--- src/rtl/instruction_decode_stage_if.sv ---
// Handshake bundle between fetch, the decode stage and execute.
//   in_valid/in_ready/in_instr/in_pc : fetch -> decode request channel
//   out_valid/out_ready/out_*         : decode -> execute decoded-instruction channel
// Modports:
//   slave  : the decode stage's view (consumes in_*, produces out_*)
//   master : the environment's view (drives in_* and out_ready)
interface instruction_decode_stage_if #(
    parameter int XLEN = 32,
    parameter int ILEN = 32
);
    logic            in_valid;
    logic            in_ready;
    logic [ILEN-1:0] in_instr;
    logic [XLEN-1:0] in_pc;

    logic            out_valid;
    logic            out_ready;
    logic [XLEN-1:0] out_pc;
    logic [6:0]      out_opcode;
    logic [4:0]      out_rd;
    logic [4:0]      out_rs1;
    logic [4:0]      out_rs2;
    logic [2:0]      out_funct3;
    logic [6:0]      out_funct7;
    logic [XLEN-1:0] out_imm;
    logic            out_illegal;

    modport slave (
        input  in_valid, in_instr, in_pc, out_ready,
        output in_ready, out_valid, out_pc, out_opcode, out_rd, out_rs1, out_rs2,
               out_funct3, out_funct7, out_imm, out_illegal
    );

    modport master (
        output in_valid, in_instr, in_pc, out_ready,
        input  in_ready, out_valid, out_pc, out_opcode, out_rd, out_rs1, out_rs2,
               out_funct3, out_funct7, out_imm, out_illegal
    );
endinterface

--- src/rtl/instruction_decode_stage.sv ---
// Registered RV32I decode stage between fetch and execute.
// Splits the instruction into opcode / register indices / funct fields, builds the
// format-selected sign-extended immediate and flags illegal encodings (optionally
// accepting the M extension). Valid/ready on both sides; SKID=1 gives a 2-entry
// skid buffer with a registered in_ready, SKID=0 a single entry with a
// combinational in_ready. flush drops everything held and incoming in one cycle.
// Ports:
//   clock    : rising-edge clock
//   reset_n  : asynchronous active-low reset
//   flush    : synchronous discard of held and incoming instructions
//   bus      : instruction_decode_stage_if.slave (in_* request, out_* decoded result)
module instruction_decode_stage #(
    parameter int XLEN     = 32,
    parameter int ILEN     = 32,
    parameter int ENABLE_M = 0,
    parameter int SKID     = 1
) (
    input logic                        clock,
    input logic                        reset_n,
    input logic                        flush,
    instruction_decode_stage_if.slave  bus
);

    typedef enum logic [6:0] {
        OPC_LUI      = 7'b0110111,
        OPC_AUIPC    = 7'b0010111,
        OPC_JAL      = 7'b1101111,
        OPC_JALR     = 7'b1100111,
        OPC_BRANCH   = 7'b1100011,
        OPC_LOAD     = 7'b0000011,
        OPC_STORE    = 7'b0100011,
        OPC_OP_IMM   = 7'b0010011,
        OPC_OP       = 7'b0110011,
        OPC_MISC_MEM = 7'b0001111,
        OPC_SYSTEM   = 7'b1110011
    } opcode_t;

    typedef struct packed {
        logic [XLEN-1:0] pc;
        logic [6:0]      opcode;
        logic [4:0]      rd;
        logic [4:0]      rs1;
        logic [4:0]      rs2;
        logic [2:0]      funct3;
        logic [6:0]      funct7;
        logic [XLEN-1:0] imm;
        logic            illegal;
    } dec_t;

    typedef enum logic [1:0] {S_EMPTY, S_ONE, S_TWO} state_t;

    // ------------------------------------------------------------------
    // Combinational decode of the incoming instruction
    // ------------------------------------------------------------------
    logic [31:0] instr;
    logic [2:0]  f3;
    logic [6:0]  f7;
    logic [31:0] imm32;
    logic        illegal;
    dec_t        dec;

    assign instr = bus.in_instr[31:0];
    assign f3    = instr[14:12];
    assign f7    = instr[31:25];

    always_comb begin
        imm32   = '0;
        illegal = 1'b0;
        case (instr[6:0])
            OPC_LUI, OPC_AUIPC: imm32 = {instr[31:12], 12'b0};
            OPC_JAL:  imm32 = {{11{instr[31]}}, instr[31], instr[19:12], instr[20],
                               instr[30:21], 1'b0};
            OPC_JALR: begin
                imm32   = {{20{instr[31]}}, instr[31:20]};
                illegal = (f3 != 3'd0);
            end
            OPC_BRANCH: begin
                imm32   = {{19{instr[31]}}, instr[31], instr[7], instr[30:25],
                           instr[11:8], 1'b0};
                illegal = (f3[2:1] == 2'b01);            // funct3 2 or 3
            end
            OPC_LOAD: begin
                imm32   = {{20{instr[31]}}, instr[31:20]};
                illegal = (f3 == 3'd3) || (f3[2:1] == 2'b11);  // 3, 6, 7
            end
            OPC_STORE: begin
                imm32   = {{20{instr[31]}}, instr[31:25], instr[11:7]};
                illegal = (f3 > 3'd2);
            end
            OPC_OP_IMM: begin
                imm32 = {{20{instr[31]}}, instr[31:20]};
                // shifts carry a funct7 in the upper immediate bits
                if (f3 == 3'd1)
                    illegal = (f7 != 7'h00);
                else if (f3 == 3'd5)
                    illegal = (f7 != 7'h00) && (f7 != 7'h20);
            end
            OPC_OP: begin
                // R-type: no immediate
                case (f7)
                    7'h00:   illegal = 1'b0;
                    7'h20:   illegal = (f3 != 3'd0) && (f3 != 3'd5);
                    7'h01:   illegal = (ENABLE_M == 0);
                    default: illegal = 1'b1;
                endcase
            end
            OPC_MISC_MEM, OPC_SYSTEM: illegal = 1'b0;
            default: illegal = 1'b1;
        endcase
        // compressed / reserved quadrants never reach execute as legal
        if (instr[1:0] != 2'b11)
            illegal = 1'b1;

        dec.pc      = bus.in_pc;
        dec.opcode  = instr[6:0];
        dec.rd      = instr[11:7];
        dec.rs1     = instr[19:15];
        dec.rs2     = instr[24:20];
        dec.funct3  = f3;
        dec.funct7  = f7;
        dec.imm     = illegal ? '0 : XLEN'($signed(imm32));
        dec.illegal = illegal;
    end

    // ------------------------------------------------------------------
    // Occupancy control
    // ------------------------------------------------------------------
    state_t state_q, state_d;
    dec_t   out_q, out_d;
    dec_t   skid_q, skid_d;
    logic   in_ready_q;
    logic   in_ready;
    logic   out_valid;
    logic   accept;
    logic   drain;

    assign out_valid = (state_q != S_EMPTY);
    // SKID=1: ready comes straight from a flop so execute's out_ready never
    // reaches fetch combinationally. SKID=0 trades that for one entry.
    assign in_ready  = (SKID != 0) ? in_ready_q : (!out_valid || bus.out_ready);
    assign accept    = bus.in_valid && in_ready && !flush;
    assign drain     = out_valid && bus.out_ready;

    always_comb begin
        state_d = state_q;
        out_d   = out_q;
        skid_d  = skid_q;
        if (flush) begin
            // flush beats any same-cycle accept or drain; data regs keep contents
            state_d = S_EMPTY;
        end else begin
            case (state_q)
                S_EMPTY: begin
                    if (accept) begin
                        state_d = S_ONE;
                        out_d   = dec;
                    end
                end
                S_ONE: begin
                    if (accept && drain) begin
                        out_d = dec;
                    end else if (drain) begin
                        state_d = S_EMPTY;
                    end else if (accept) begin
                        // output stalled: park the newcomer behind it
                        state_d = S_TWO;
                        skid_d  = dec;
                    end
                end
                S_TWO: begin
                    if (drain) begin
                        state_d = S_ONE;
                        out_d   = skid_q;
                    end
                end
                default: state_d = S_EMPTY;
            endcase
        end
    end

    always_ff @(posedge clock or negedge reset_n) begin
        if (!reset_n) begin
            state_q    <= S_EMPTY;
            in_ready_q <= 1'b1;
            out_q      <= '0;
            skid_q     <= '0;
        end else begin
            state_q    <= state_d;
            in_ready_q <= (state_d != S_TWO);
            out_q      <= out_d;
            skid_q     <= skid_d;
        end
    end

    // ------------------------------------------------------------------
    // Outputs
    // ------------------------------------------------------------------
    assign bus.in_ready    = in_ready;
    assign bus.out_valid   = out_valid;
    assign bus.out_pc      = out_q.pc;
    assign bus.out_opcode  = out_q.opcode;
    assign bus.out_rd      = out_q.rd;
    assign bus.out_rs1     = out_q.rs1;
    assign bus.out_rs2     = out_q.rs2;
    assign bus.out_funct3  = out_q.funct3;
    assign bus.out_funct7  = out_q.funct7;
    assign bus.out_imm     = out_q.imm;
    assign bus.out_illegal = out_q.illegal;

endmodule

--- src/flat_wrapper.sv ---
// flat-port wrapper written by rule: the top's interface ports become plain ports
module instruction_decode_stage_flat 
#(
    parameter int XLEN     = 32,
    parameter int ILEN     = 32,
    parameter int ENABLE_M = 0,
    parameter int SKID     = 1
)
  (clock, reset_n, flush, bus_in_valid, bus_in_instr, bus_in_pc, bus_out_ready, bus_in_ready, bus_out_valid, bus_out_pc, bus_out_opcode, bus_out_rd, bus_out_rs1, bus_out_rs2, bus_out_funct3, bus_out_funct7, bus_out_imm, bus_out_illegal);
  instruction_decode_stage_if #(.XLEN(XLEN), .ILEN(ILEN)) bus_i ();
  input logic clock;
  input logic reset_n;
  input logic flush;
  input wire logic [$bits(bus_i.in_valid)-1:0] bus_in_valid;
  input wire logic [$bits(bus_i.in_instr)-1:0] bus_in_instr;
  input wire logic [$bits(bus_i.in_pc)-1:0] bus_in_pc;
  input wire logic [$bits(bus_i.out_ready)-1:0] bus_out_ready;
  output wire logic [$bits(bus_i.in_ready)-1:0] bus_in_ready;
  output wire logic [$bits(bus_i.out_valid)-1:0] bus_out_valid;
  output wire logic [$bits(bus_i.out_pc)-1:0] bus_out_pc;
  output wire logic [$bits(bus_i.out_opcode)-1:0] bus_out_opcode;
  output wire logic [$bits(bus_i.out_rd)-1:0] bus_out_rd;
  output wire logic [$bits(bus_i.out_rs1)-1:0] bus_out_rs1;
  output wire logic [$bits(bus_i.out_rs2)-1:0] bus_out_rs2;
  output wire logic [$bits(bus_i.out_funct3)-1:0] bus_out_funct3;
  output wire logic [$bits(bus_i.out_funct7)-1:0] bus_out_funct7;
  output wire logic [$bits(bus_i.out_imm)-1:0] bus_out_imm;
  output wire logic [$bits(bus_i.out_illegal)-1:0] bus_out_illegal;
  assign bus_i.in_valid = bus_in_valid;
  assign bus_i.in_instr = bus_in_instr;
  assign bus_i.in_pc = bus_in_pc;
  assign bus_i.out_ready = bus_out_ready;
  assign bus_in_ready = bus_i.in_ready;
  assign bus_out_valid = bus_i.out_valid;
  assign bus_out_pc = bus_i.out_pc;
  assign bus_out_opcode = bus_i.out_opcode;
  assign bus_out_rd = bus_i.out_rd;
  assign bus_out_rs1 = bus_i.out_rs1;
  assign bus_out_rs2 = bus_i.out_rs2;
  assign bus_out_funct3 = bus_i.out_funct3;
  assign bus_out_funct7 = bus_i.out_funct7;
  assign bus_out_imm = bus_i.out_imm;
  assign bus_out_illegal = bus_i.out_illegal;
  instruction_decode_stage #(.XLEN(XLEN), .ILEN(ILEN), .ENABLE_M(ENABLE_M), .SKID(SKID)) u_core (.clock(clock), .reset_n(reset_n), .flush(flush), .bus(bus_i));
endmodule
--- config.mk ---
export PLATFORM = sky130hd
export DESIGN_NAME = instruction_decode_stage_flat
export DESIGN_NICKNAME = d
export VERILOG_FILES = /design/src/rtl/instruction_decode_stage_if.sv /design/src/rtl/instruction_decode_stage.sv /design/src/flat_wrapper.sv
export SDC_FILE = /design/constraint.sdc
export NUM_CORES = 1
export LEC_CHECK = 0
export CAP_MARGIN = 20
export CORE_AREA = 2 2 127 129
export CTS_BUF_LIST = sky130_fd_sc_hd__clkbuf_2
export DETAILED_ROUTE_END_ITERATION = 8
export DIE_AREA = 0 0 129 131
export PLACE_DENSITY = 0.88
export SLEW_MARGIN = 10
export SYNTH_ARGS = -nofsm -noshare
export SYNTH_HDL_FRONTEND = slang
export SYNTH_SLANG_ARGS = --single-unit
--- constraint.sdc ---
create_clock -name clock -period 3.3 [get_ports clock]
set_clock_uncertainty 0.05 [all_clocks]
set_input_delay 0.495 -clock clock [delete_from_list [all_inputs] [get_ports clock]]
set_output_delay 0.495 -clock clock [all_outputs]
set_load 0.005 [all_outputs]
==> results.md, run 1 <==
- The mapped netlist covers 0.008831 mm2.
- The per-cell routed wire length is 16.75 um.
- The nature of the critical path startpoint is a flop.
- The final number of hold-violating endpoints came to 0.
- The final RePlAce weighted congestion is between 0.9 and 1.
- Data on the critical path is required at its endpoint by 2750 ps.
- In this run the standard cell core region covers approximately 0.016 mm2.
- The clock latency at the later pin of the worst-skew pair is 740 ps.
- For this run, the total global-route usage over all layers was measured as 0.2873.
- The Yosys step of the flow raised 0 warnings.
- Counting the fill cells in the layout gives 1,215.
- The category of the worst setup path capture point is an output pin.
- After synthesis, the most frequently instantiated cells are 382 x nand2_1, 196 x dfrtp_1, 99 x nor2_1, 67 x a31oi_1, 65 x clkbuf_1.
- The floorplan row count is 46.
- The fraction of synthesized cell area taken by the top area cell type is 0.5554.
- Input and output buffers added on the ports amount to 167.
- The delay contributed by the slowest stage of the critical path is about 500 ps.
- The tightest min-delay check is of the primary input to flop type.
- The minimum clock period is approximately 2500 ps.
- The first global-routing pass estimated 38,130 um of wire.
- In the final layout, the share of cells above drive strength 1 is 0.06503.
- The TritonCTS clock tree is done.
- The netlist uses 47 different library cells.
- Once layout is complete, the cells apart from fillers number 1,400.
- Across the VDD grid, the largest voltage drop is 0.3091 mV.
- The data arrival time of the worst path is a little under 2000 ps.
- The H-tree was split into 4 levels.
- The vertical die dimension is 131 um.
- The detailed router placed roughly 8,000 vias in this run.
- The utilization after layout is 0.7037.
- In the routed design, unresolved DRC markers number 0.
- The number of antenna violations at the first check in global routing came to 0.
- 0 antenna diodes ended up in the layout.
- Setup repair after global routing left no endpoint under its margin.
- The number of CTS-inserted buffers is 17.
- Of all flip-flops after synthesis, the portion carrying an async set or reset was 1.000.
- The final-report max-slew violation count came to 0.
- No sink is reached through more buffers than the 2 on the longest clock path.
- The multi-input combinational cells in the finished layout cover a total of about 0.0036 mm2.
- The final total power is between 5 and 6 mW.
- The initial utilization of the core area, before any placement, comes to 0.5662.
- The number of placed instances with taps included is 1,367.
- For this design, the sink count on the clock tree is 197.
- The sequential element share of the synthesized area is 0.5584.
- After the last flow step, the layout net total stands at about 1,200.
- The master of the slowest instance on the critical path is dfrtp_1.
- The cell area power density is 503.8 mW/mm2.
- The largest area contributor in the synthesized netlist is dfrtp_1.
- The critical path class is flop to output pin.
- Walking the worst path, the cells encountered are or2_2 -> clkdlybuf4s50_1.
- Static timing analysis puts the maximum clock frequency at 0.3957 GHz.
- The number of global-route vias before repair is 7,549.
- The master cell of the clock root buffer is clkbuf_2.
- The count of endpoints failing setup in the final report is 0.
- After detailed routing, the total wire length is 23,450 um.
- In this run the mean area of a mapped cell was 8.524 um2.
- The clock edge transition at the registers on the reported setup and hold paths is 270 ps.
- about 170 I/O pins were placed.
- The leading register cell type out of synthesis is dfrtp_1.
- Summed over all cells, the static leakage comes to 4.998 nW.
- The horizontal extent of the die is 129 um.
- The kind of cell with the highest combined delay on the critical path is flip-flops.
- The relative slew slack is 0.2739.
- The max-capacitance violation count is 0.
- The half-perimeter wire length after placement is between 15,000 and 20,000 um.
- For the pin with the worst max-slew slack, the measured transition is 1089 ps.
- In the post-synthesis netlist, the biggest area contributors are dfrtp_1 56%, nand2_1 16%, a31oi_1 4.7%.
- The number of routed nets with antenna violations is 0.
- For this block, the initial DRC count from the detailed router was 836.
- After technology mapping, the gate count stands at just over 1,000.
- The net count after synthesis is 1,105.
- Relative to the synthesized area, the layout overhead comes to 24.28%.
- The number of vias per cell after detailed routing is 5.692.
- The number of enable flip-flop cells after synthesis is 0.
- Before antenna repair, the detailed router went through 8 iterations.
- The leftover overflow at the end of global routing is 0.
- The pin count of the biggest net entering global routing is 100.
- The sum of negative setup slack is 0 ps.
- Counting both buffers and inverters, the worst setup path holds a total of 1.
- The most frequently used cell type in the post-synthesis netlist is nand2_1.
- In the finished design, the share of the clock period the worst path needs comes to 0.7659.
- The synthesized design contains 197 register bits.
- The total die area is 0.01690 mm2.
- The sequential cell area is 0.004931 mm2.
- The peak fanout along the critical path is 6.
- The run finished with clean final reports.
-- flip-flops by register name, summed over array words and instances (netlist names) --
| signal | flops |
|---|---|
| u_core.skid_q | 97 |
| u_core.bus.out_imm | 32 |
| u_core.bus.out_pc | 32 |
| u_core.bus.out_funct7 | 7 |
| u_core.bus.out_opcode | 7 |
| u_core.bus.out_rd | 5 |
| u_core.bus.out_rs1 | 5 |
| u_core.bus.out_rs2 | 5 |
| u_core.bus.out_funct3 | 3 |
| u_core.state_q | 2 |
| u_core.bus.in_ready | 1 |
| u_core.bus.out_illegal | 1 |
-- timing repair --
action | CTS | global route
buffers inserted | 0 | 0
endpoints found under the hold margin | 85 | 0
gates resized for setup | 0 | 0
hold buffers | 1 | 0
-- per-stage QoR --
stage          worst slack, ps  hold WS [ps]  cell area [um2]
2_1_floorplan            974.2         149.4             8831
6_report                 772.6         206.3            10980
3_3_place_gp             405.5         401.0            10720
4_1_cts                  705.7         144.5            10980
5_1_grt                  610.3         111.6            10980
3_5_place_dp             303.9         409.4            10720
-- worst register-to-register path: cells and delay by family, from the launching register on --
kind | cells | cell delay [ps]
buffers and inverters | 1 | 290
flip-flops | 1 | 600
AO/OA/AOI/OAI | 1 | 90
AND/OR/NAND/NOR | 4 | 1080
-- worst paths after layout --
path                                          startpoint                                  to  slack (ps)  cells past startpoint
min in group asynchronous                        reset_n  u_core.bus.out_imm[15]$_DFFE_PN0P_         270                      2
max reg2reg                u_core.bus.in_ready$_DFF_PN1_        u_core.skid_q[9]$_DFFE_PN0P_        1100                      6
max in group asynchronous                        reset_n   u_core.bus.out_pc[12]$_DFFE_PN0P_        2120                      3
max                          u_core.state_q[1]$_DFF_PN0_                       bus_out_valid         770                      2
min reg2reg                u_core.skid_q[20]$_DFFE_PN0P_       u_core.skid_q[20]$_DFFE_PN0P_         460                      2
min                                        bus_in_pc[27]       u_core.skid_q[92]$_DFFE_PN0P_         210                      3
-- logic make-up (layout without fill, tap and decap cells) --
| kind of cell | Yosys count | in the layout | synth area share |
|---|---|---|---|
| and+or+nand+nor | 553 | 553 | 0.2552 |
| xor gates and xnor gates | 2 | 2 | 0.001984 |
| muxes | 1 | 1 | 0.001134 |
| DFF | 197 | 197 | 0.5584 |
| buffers and inverters | 83 | 231 | 0.03854 |
| AOI/OAI and AO/OA | 200 | 200 | 0.1448 |
-- per-layer routing --
| layer | track usage | vias to the layer above | wire length, um |
|---|---|---|---|
| met2 | 0.4510 | 348 | 11190 |
| li1 | - | 3745 | - |
| met4 | 0.1100 | 0 | 553 |
| met5 | 0 | - | 0 |
| met3 | 0.07614 | 49 | 2056 |
| met1 | 0.3879 | 3827 | 9644 |
-- final cells by class --
type                            instances  area share
Tap cell                              216     0.02462
Inverter                                4    0.001368
Timing Repair Buffer                  195      0.1754
Clock inverter                         15     0.01471
Sequential cell                       197      0.4493
Clock buffer                           17    0.007752
Multi-Input combinational cell        756      0.3268
-- layout by cell type, fill, tap and decap left out, types with 2 or more instances in the layout --
| master | instances |
|---|---|
| nor2b_1 | 3 |
| inv_1 | 4 |
| o21ai_0 | 21 |
| clkbuf_2 | 17 |
| clkinv_2 | 6 |
| a22oi_1 | 6 |
| nand4_1 | 13 |
| inv_6 | 2 |
| and3b_1 | 2 |
| clkinv_1 | 2 |
| nor2_1 | 98 |
| and3_1 | 16 |
| o22ai_1 | 6 |
| bufinv_16 | 3 |
| a21oi_1 | 56 |
| nor4_1 | 2 |
| nand3_1 | 14 |
| a31oi_1 | 67 |
| nor3_1 | 4 |
| buf_12 | 3 |
| o2111ai_1 | 2 |
| buf_4 | 24 |
| or4_1 | 5 |
| clkdlybuf4s50_1 | 166 |
| o31ai_2 | 5 |
| nand2b_1 | 2 |
| dfrtp_1 | 196 |
| or2_2 | 3 |
| o31ai_1 | 25 |
| nand2_1 | 382 |
-- power by group --
part	total (mW)	switching [mW]	internal (mW)
Combinational	1.22	0.571	0.647
Clock	1.24	0.826	0.416
Sequential	3.07	0.242	2.83
Total	5.53	1.64	3.89
Power figures use the tool's default switching activity.
==> run 2, diff against run 1 <==
--- a/config.mk
+++ b/config.mk
@@ -6,11 +6,11 @@
 export NUM_CORES = 1
 export LEC_CHECK = 0
 export CAP_MARGIN = 20
-export CORE_AREA = 2 2 127 129
+export CORE_AREA = 2 2 131 133
 export CTS_BUF_LIST = sky130_fd_sc_hd__clkbuf_2
 export DETAILED_ROUTE_END_ITERATION = 8
-export DIE_AREA = 0 0 129 131
-export PLACE_DENSITY = 0.88
+export DIE_AREA = 0 0 133 135
+export PLACE_DENSITY = 0.84
 export SLEW_MARGIN = 10
 export SYNTH_ARGS = -nofsm -noshare
 export SYNTH_HDL_FRONTEND = slang
==> constraint.sdc (replaced) <==
create_clock -name clock -period 2.55 [get_ports clock]
set_clock_uncertainty 0.05 [all_clocks]
set_input_delay 0.3825 -clock clock [delete_from_list [all_inputs] [get_ports clock]]
set_output_delay 0.3825 -clock clock [all_outputs]
set_load 0.005 [all_outputs]
==> run 2 against run 1 <==
  * Hold slack worse by 150 ps
  * Register-to-register slack worse by 580 ps
  * Wire length is 1.9% higher
  * Worst setup slack worse by 670 ps
  * Combinational power is 34% higher
  * Core utilization is 0.27 points lower
  * Critical path type unchanged
  * Highest routed layer unchanged
==> results.md, run 2 (synthesized netlist as in run 1, its figures left out) <==
- In the routed layout, each cell is associated on average with a via count of roughly 5.5.
- The worst setup path is captured at an output pin.
- Cell internal power was estimated by the tool at 5.103 mW.
- The count of routing violations after the opening detailed-route iteration is roughly 620.
- The count of endpoints failing setup in the final report is 0.
- Setup repair after global routing left no endpoint under its margin.
- For this block, the routed nets add up to 23,880 um of wire.
- The startpoint identified for the worst hold timing path is bus_in_pc[16].
- In this run the critical register-to-register path is launched from u_core.bus.in_ready$_DFF_PN1_.
- The flow ran to the end, and the final reports show no timing, DRC or antenna violations.
- The detailed router placed 8,071 vias in this run.
- TritonCTS built the clock tree.
- The final critical-path setup slack is 105.5 ps.
- In the layout the commonest cells are 382 x nand2_1, 195 x dfrtp_1, 166 x clkdlybuf4s50_1.
- Prior to clock tree synthesis, the placed netlist has a worst setup slack of -131.9 ps.
- After the last flow step, the layout net total stands at 1,291.
- u_core.skid_q holds more flip-flops than any other register.
- The first global-routing pass estimated 39,330 um of wire.
- For this design the top-level I/O count stands at between 150 and 200.
- The buffering stage count on the worst path with inverters included is 1.
- Counting every sink on the clock net gives 197.
- The kind of cell with the highest combined delay on the critical path is flip-flops.
- The reg-to-reg setup timing slack is 520 ps.
- The post-route fraction of the period consumed by the critical path is 0.9586.
- The half-perimeter wire length after placement is 15,850 um.
- The routed design uses 1906 um of met3 wire.
- Entering global routing, the biggest net connects roughly 120 pins.
- The master cell of the clock root buffer is clkbuf_2.
- At the worst endpoint, the arrival time is 2010 ps.
- The vertical die dimension is about 140 um.
- The count of buffers inserted at the top-level ports is 167.
- The slew of the pin with the lowest slew margin is about 580 ps.
- The critical path class is flop to output pin.
- The type of the worst min-delay path is primary input to flop.
- Of the cells placed in the final design, the portion with a size suffix greater than 1 is 0.09231.
- IR analysis of the VDD net gives a maximum drop of 0.3833 mV.
- The master of the slowest instance on the critical path is dfrtp_2.
- Once detail routing completed, the nets flagged for antenna violations numbered 0.
- The logic gate share of total power is 0.227.
- The floorplan step set the die width to 133 um.
- In this run the worst setup path begins at u_core.state_q[1]$_DFF_PN0_.
- Derived from the worst setup path, the maximum achievable clock frequency is 0.4091 GHz.
- The H-tree was split into 4 levels.
- The area of the core is 0.01641 mm2.
- The tool flagged a number of max-cap violations equal to 0.
- In this run the critical register-to-register path is captured at u_core.bus.out_opcode[6]$_DFFE_PN0P_.
- The number of antenna violations at the first check in global routing is 0.
- The flip-flop count of the largest register, all copies and words added is 97.
- Global routing finished with a remaining overflow of 0.
- In this run the power density over the cells is 628.5 mW/mm2.
- The sequential share of power is 0.550.
- The detailed router used layers up to and including met4.
- The proportion of power drawn by the clock network is 0.223.
- The starting density of the core is 0.5382.
- The detailed-routing iteration count for the pre-antenna-repair pass is 5.
- The area overhead of the layout relative to synthesis is 30.23%.
- Traced cell by cell, the critical path runs through or2_2 -> clkdlybuf4s50_1.
- The final-report max-slew violation count is 0.
- The initialized floorplan defines 47 standard-cell rows.
- The antenna diode count is 0.
- The most critical setup path has its endpoint at bus_out_valid.
- The minimum clock period is 2445 ps.
- The final RePlAce weighted congestion is 0.8625.
- Hold is met by 52.82 ps.
- Leaving out fill and tap cells, the most frequent cell in the layout is nand2_1.
- The number of global-route vias before repair came to about 7,700.
- The cell depth of the worst setup path is 2.
- The aggregate global-route resource usage is 0.2747.
- The per-cell routed wire length is 16.41 um.
- The number of buffers inserted to repair setup after CTS is 0.
- Counting along the longest clock path gives a buffer depth of 2.
- The required time of the critical path is 2120 ps.
- The final number of hold-violating endpoints is 0.
- The peak fanout along the critical path is 6.
- The nature of the critical path startpoint is a flop.
- The relative slew slack is 0.6150.
- Clock-pin slew was measured on the worst setup and hold paths at 280 ps.
- Summed over all nets, the switching power comes to 2.126 mW.
- The die covers 0.01796 mm2.
- The detailed route wirelength on metal2 is 11,300 um.
- The total DRC errors in the routed layout is 0.
- Buffers inserted during clock tree synthesis total 17.
- The later pin in the worst-skew pair is clocked with a latency of ~800 ps.
- The number of cell instances on the worst register-to-register path is 6.
- The standby leakage power is 5.266 nW.
- On the worst path, the slowest cell contributes a delay of roughly 500 ps.
- The switching power share of the total is 0.2941.
- For this block, wires on met1 add up to 10,160 um.
run 2: final cells by class:
| class | count | area (um2) |
|---|---|---|
| Timing Repair Buffer | 246 | 2444 |
| Inverter | 4 | 15.01 |
| Clock buffer | 18 | 90.09 |
| Clock inverter | 14 | 157.7 |
| Fill cell | 1300 | 4906 |
| Tap cell | 220 | 275.3 |
| Multi-Input combinational cell | 756 | 3587 |
| Sequential cell | 197 | 4932 |
run 2: power groups by stage:
stage          clock (mW)  sequential (mW)  combinational (mW)
2_1_floorplan           0             3.98               0.659
3_3_place_gp            0             4.01                1.59
3_5_place_dp            0             4.03                1.63
4_1_cts              1.64             3.97                1.66
5_1_grt              1.76             4.04                1.83
6_report             1.61             3.98                1.64
run 2: per-stage QoR:
| stage | utilization | setup TNS, ps | cell area, um2 | power [mW] | std cells |
|---|---|---|---|---|---|
| 2_1_floorplan | - | 0 | 8831 | 4.640 | 1036 |
| 3_3_place_gp | 0.6767 | -627.0 | 11100 | 5.602 | 1408 |
| 3_5_place_dp | 0.6767 | -3214 | 11100 | 5.660 | 1408 |
| 4_1_cts | 0.7009 | 0 | 11500 | 7.269 | 1455 |
| 5_1_grt | 0.7010 | 0 | 11500 | 7.632 | 1455 |
| 6_report | 0.7010 | 0 | 11500 | 7.229 | 1455 |
run 2: worst reg2reg max path: stages, from the launching register on:
cell,delay [ps]
dfstp_2,600
and3b_1,190
a22oi_1,120
nor2_4,300
buf_12,430
nor2_1,130
a31oi_1,160
run 2: routing by layer:
metal | up-vias | GRT usage
li1 | 3850 | -
met1 | 3887 | 0.3798
met2 | 297 | 0.4283
met3 | 37 | 0.06456
met4 | 0 | 0.09916
met5 | - | 0
run 2: repair_timing:
action	CTS	global route
hold endpoints to repair	210	0
setup endpoints to repair	0	1
hold buffers	15	0
resized for setup	0	1
run 2: worst min-delay path by stage:
stage                                            to  slack, ps  cells after the start
6_report              u_core.skid_q[81]$_DFFE_PN0P_         50                      3
3_3_place_gp     u_core.bus.out_imm[15]$_DFFE_PN0P_        380                      1
5_1_grt               u_core.skid_q[68]$_DFFE_PN0P_         20                      3
3_5_place_dp     u_core.bus.out_imm[16]$_DFFE_PN0P_        380                      1
4_1_cts               u_core.skid_q[75]$_DFFE_PN0P_      0.004                      3
2_1_floorplan  u_core.bus.out_funct3[0]$_DFFE_PN0P_         40                      0
==> run 3, diff against run 2 <==
--- a/config.mk
+++ b/config.mk
@@ -11,6 +11,7 @@
 export DETAILED_ROUTE_END_ITERATION = 8
 export DIE_AREA = 0 0 133 135
 export PLACE_DENSITY = 0.84
+export RECOVER_POWER = 25
 export SLEW_MARGIN = 10
 export SYNTH_ARGS = -nofsm -noshare
 export SYNTH_HDL_FRONTEND = slang
==> run 3 against run 2 <==
  * The flow now finishes with violations (max-capacitance violations, max-slew violations)
  * Non-clock buffer count stayed put
  * Power is 0.10% lower
  * Global-route usage stayed put
  * Sequential power hardly changed
  * Via count is 0.55% higher
  * Worst setup slack better by 4.4 ps
  * Count of clock-buffer cells in the layout stayed put
  * Critical path depth stayed put
  * Critical path type unchanged
  * Core utilization is 0.17 points lower
  * Wire length hardly changed
==> results.md, run 3 (synthesized netlist as in run 1, its figures left out) <==
- Across all register-to-register paths, the minimum setup slack is 490 ps.
- The end point of the most critical hold path is u_core.skid_q[81]$_DFFE_PN0P_.
- The slew of the pin with the lowest slew margin is about 1700 ps.
- Summed over all failing endpoints, the final setup total negative slack is 0 ps.
- Entering global routing, the biggest net connects 117 pins.
- The number of global-route vias before repair is slightly below 8,000.
- The sequential share of power is 0.550.
- The clock drives 197 sinks.
- The number of cell instances on the worst register-to-register path is 6.
- Of the cells placed in the final design, the portion with a size suffix greater than 1 is 0.09150.
- The area overhead of the layout relative to synthesis is 29.92%.
- Dividing the detail-routed via count by the number of cells gives ~5.6.
- The clock latency at the later pin of the worst-skew pair is 780 ps.
- The final-report max-slew violation count is 66.
- In this design, the stage delay of the slowest critical-path cell is approximately 510 ps.
- The finished cells cover 0.01147 mm2.
- The leftover overflow at the end of global routing is 0.
- The number of antenna violations at the first check in global routing is 0.
- The analysis attributes to net switching a power of about 2.1 mW.
- The area of the multi-input gates is 0.003587 mm2.
- Setup repair after global routing left no endpoint under its margin.
- The total number of vias is 8,115.
- The most flop-heavy register is u_core.skid_q.
- The endpoint identified for the worst register-to-register timing path is u_core.bus.out_pc[12]$_DFFE_PN0P_.
- The worst setup path is captured at an output pin.
- The sequential cell area is 0.004932 mm2.
- STA classifies the critical path startpoint as a flop.
- The flow ran to the end, but the final reports show violations.
- The post-route fraction of the period consumed by the critical path is 0.9569.
- The data arrival time of the worst path is 2010 ps.
- The worst hold path was traced through 3 stages.
- At the end of the flow, the number of nets in the layout was 1,291.
- In this run the post-CTS setup repair buffer count came out at 0.
- The detailed router finished its first iteration with 648 violations.
- The master cell of the clock root buffer is clkbuf_2.
- The initial utilization of the core area, before any placement, comes to 0.5382.
- In this run the worst path has a maximum fanout of 5.
- The top cell types in the final layout, fill and taps aside, are 382 x nand2_1, 195 x dfrtp_1, 166 x clkdlybuf4s50_1.
- Leaving out fill and tap cells, the most frequent cell in the layout is nand2_1.
- The type of the worst min-delay path is primary input to flop.
- From left edge to right edge, the die measures around 130 um.
- The floorplan step defined a die boundary enclosing 0.01796 mm2.
- Across every metal layer, demand over resource in global routing totals 0.2747.
- The fill cell instance count of the final layout is around 1,300.
- Input and output buffers added on the ports amount to 167.
- The logic gate share of total power is 0.227.
- The first global-routing pass estimated 39,330 um of wire.
- The clock edge transition at the registers on the reported setup and hold paths is 270 ps.
- The cell-internal power is 5.099 mW.
- The maximum level of the CTS H-tree is 4.
- The proportion of power drawn by the clock network is 0.222.
- The HPWL after detailed placement is 15,850 um.
- The maximum number of buffers from clock root to sink is 2.
- The detailed-routing iteration count for the pre-antenna-repair pass is 6.
- For this run, design rule violations remaining after detail routing come to 0.
- The number of routed nets with antenna violations is 0.
- IR analysis of the VDD net gives a maximum drop of just under 0.4 mV.
- The tool flagged a number of max-cap violations equal to 1.
- In this run the tightest slew margin relative to its limit is -0.1426.
- The final critical-path setup slack is 109.9 ps.
- TritonCTS built the clock tree.
- The flip-flop count of the largest register, all copies and words added is 97.
- The count of endpoints failing setup in the final report is 0.
- At the worst endpoint, the required time is around 2100 ps.
- The vertical die dimension is 135 um.
- The number of placed I/O pins is about 170.
- The number of CTS-inserted buffers is 17.
- The startpoint identified for the worst register-to-register timing path is u_core.bus.in_ready$_DFF_PN1_.
- Prior to clock tree synthesis, the placed netlist has a worst setup slack of -131.9 ps.
- The switching power share of the total is 0.2939.
- In this run the most critical hold path is launched from bus_in_pc[16].
- At the end of routability-driven placement, the weighted congestion stood at roughly 0.86.
- The final reports fail on max-capacitance violations, max-slew violations.
- The final layout contains routed wiring with a total length of 23,870 um.
- Once placement finished, the instance area stood at 0.01110 mm2.
- After detailed routing, the average wire length per cell comes to 16.41 um.
- The critical path class is flop to output pin.
- The minimum clock period is 2440 ps.
- Timing would allow up to 0.4098 GHz.
- Traced cell by cell, the critical path runs through or2_2 -> clkdlybuf4s50_1.
- Dividing total power by cell area gives a power density of 629.4 mW/mm2.
- The core region is roughly 0.016 mm2.
- The master of the slowest instance on the critical path is dfrtp_1.
- The antenna diode count is 0.
- The standby leakage power is 5.254 nW.
- The initialized floorplan defines 47 standard-cell rows.
- The final number of hold-violating endpoints is 0.
==> run 3: cell count changes in the layout (fill, tap and decap cells not counted), sizes merged <==
cell,previous run,this run
clkbuf,19,21
buf,64,62
==> run 3: stage by stage <==
| step | power [mW] | instances | hold slack [ps] | utilization |
|---|---|---|---|---|
| 2_1_floorplan | 4.640 | 1036 | 36.91 | - |
| 3_3_place_gp | 5.602 | 1408 | 380.6 | 0.6767 |
| 3_5_place_dp | 5.660 | 1408 | 380.1 | 0.6767 |
| 4_1_cts | 7.269 | 1455 | 0.003941 | 0.7009 |
| 5_1_grt | 7.628 | 1455 | 19.90 | 0.6993 |
| 6_report | 7.222 | 1455 | 55.91 | 0.6993 |
==> run 3: power groups by stage <==
stage,clock network [mW],registers [mW],logic [mW]
floorplan,0,3.98,0.659
global placement,0,4.01,1.59
CTS,1.64,3.97,1.66
global route,1.76,4.04,1.83
detailed placement,0,4.03,1.63
finish,1.61,3.98,1.64
==> run 3: area by class of cell <==
cell class                      instances  area share
Clock buffer                           18    0.007852
Clock inverter                         14     0.01374
Inverter                                4    0.001309
Multi-Input combinational cell        756      0.3127
Sequential cell                       197      0.4299
Tap cell                              220     0.02399
Timing Repair Buffer                  246      0.2106
==> run 3: routing by layer <==
metal  share of wire  track usage  up-vias
met3           0.075      0.06456       38
met5               0            0        -
met4           0.021      0.09916        0
li1                -            -     3849
met1            0.43       0.3798     3927
met2            0.47       0.4283      301
==> run 3: how the worst max path moves through the flow <==
stage | depth (start not counted) | from | slack (ps) | to
2_1_floorplan | 8 | bus_in_instr[5] | 340 | u_core.bus.out_imm[31]$_DFFE_PN0P_
3_3_place_gp | 8 | bus_in_instr[4] | -50 | u_core.bus.out_imm[25]$_DFFE_PN0P_
3_5_place_dp | 8 | bus_in_instr[4] | -130 | u_core.bus.out_imm[21]$_DFFE_PN0P_
4_1_cts | 2 | u_core.state_q[1]$_DFF_PN0_ | 30 | bus_out_valid
5_1_grt | 2 | u_core.state_q[1]$_DFF_PN0_ | 3 | bus_out_valid
6_report | 2 | u_core.state_q[0]$_DFF_PN0_ | 110 | bus_out_valid
==> run 3: timing repair <==
action / 4_1_cts / 5_1_grt
hold buffers: 15 / 0
setup endpoints to repair: 0 / 1
hold endpoints to repair: 210 / 0
gates resized for setup: 0 / 1
==> run 3: critical path, delay by kind of cell (launching register included) <==
kind	cells	cell delay, ps
buffers and inverters	1	440
and+or+nand+nor	1	290
DFF	1	510
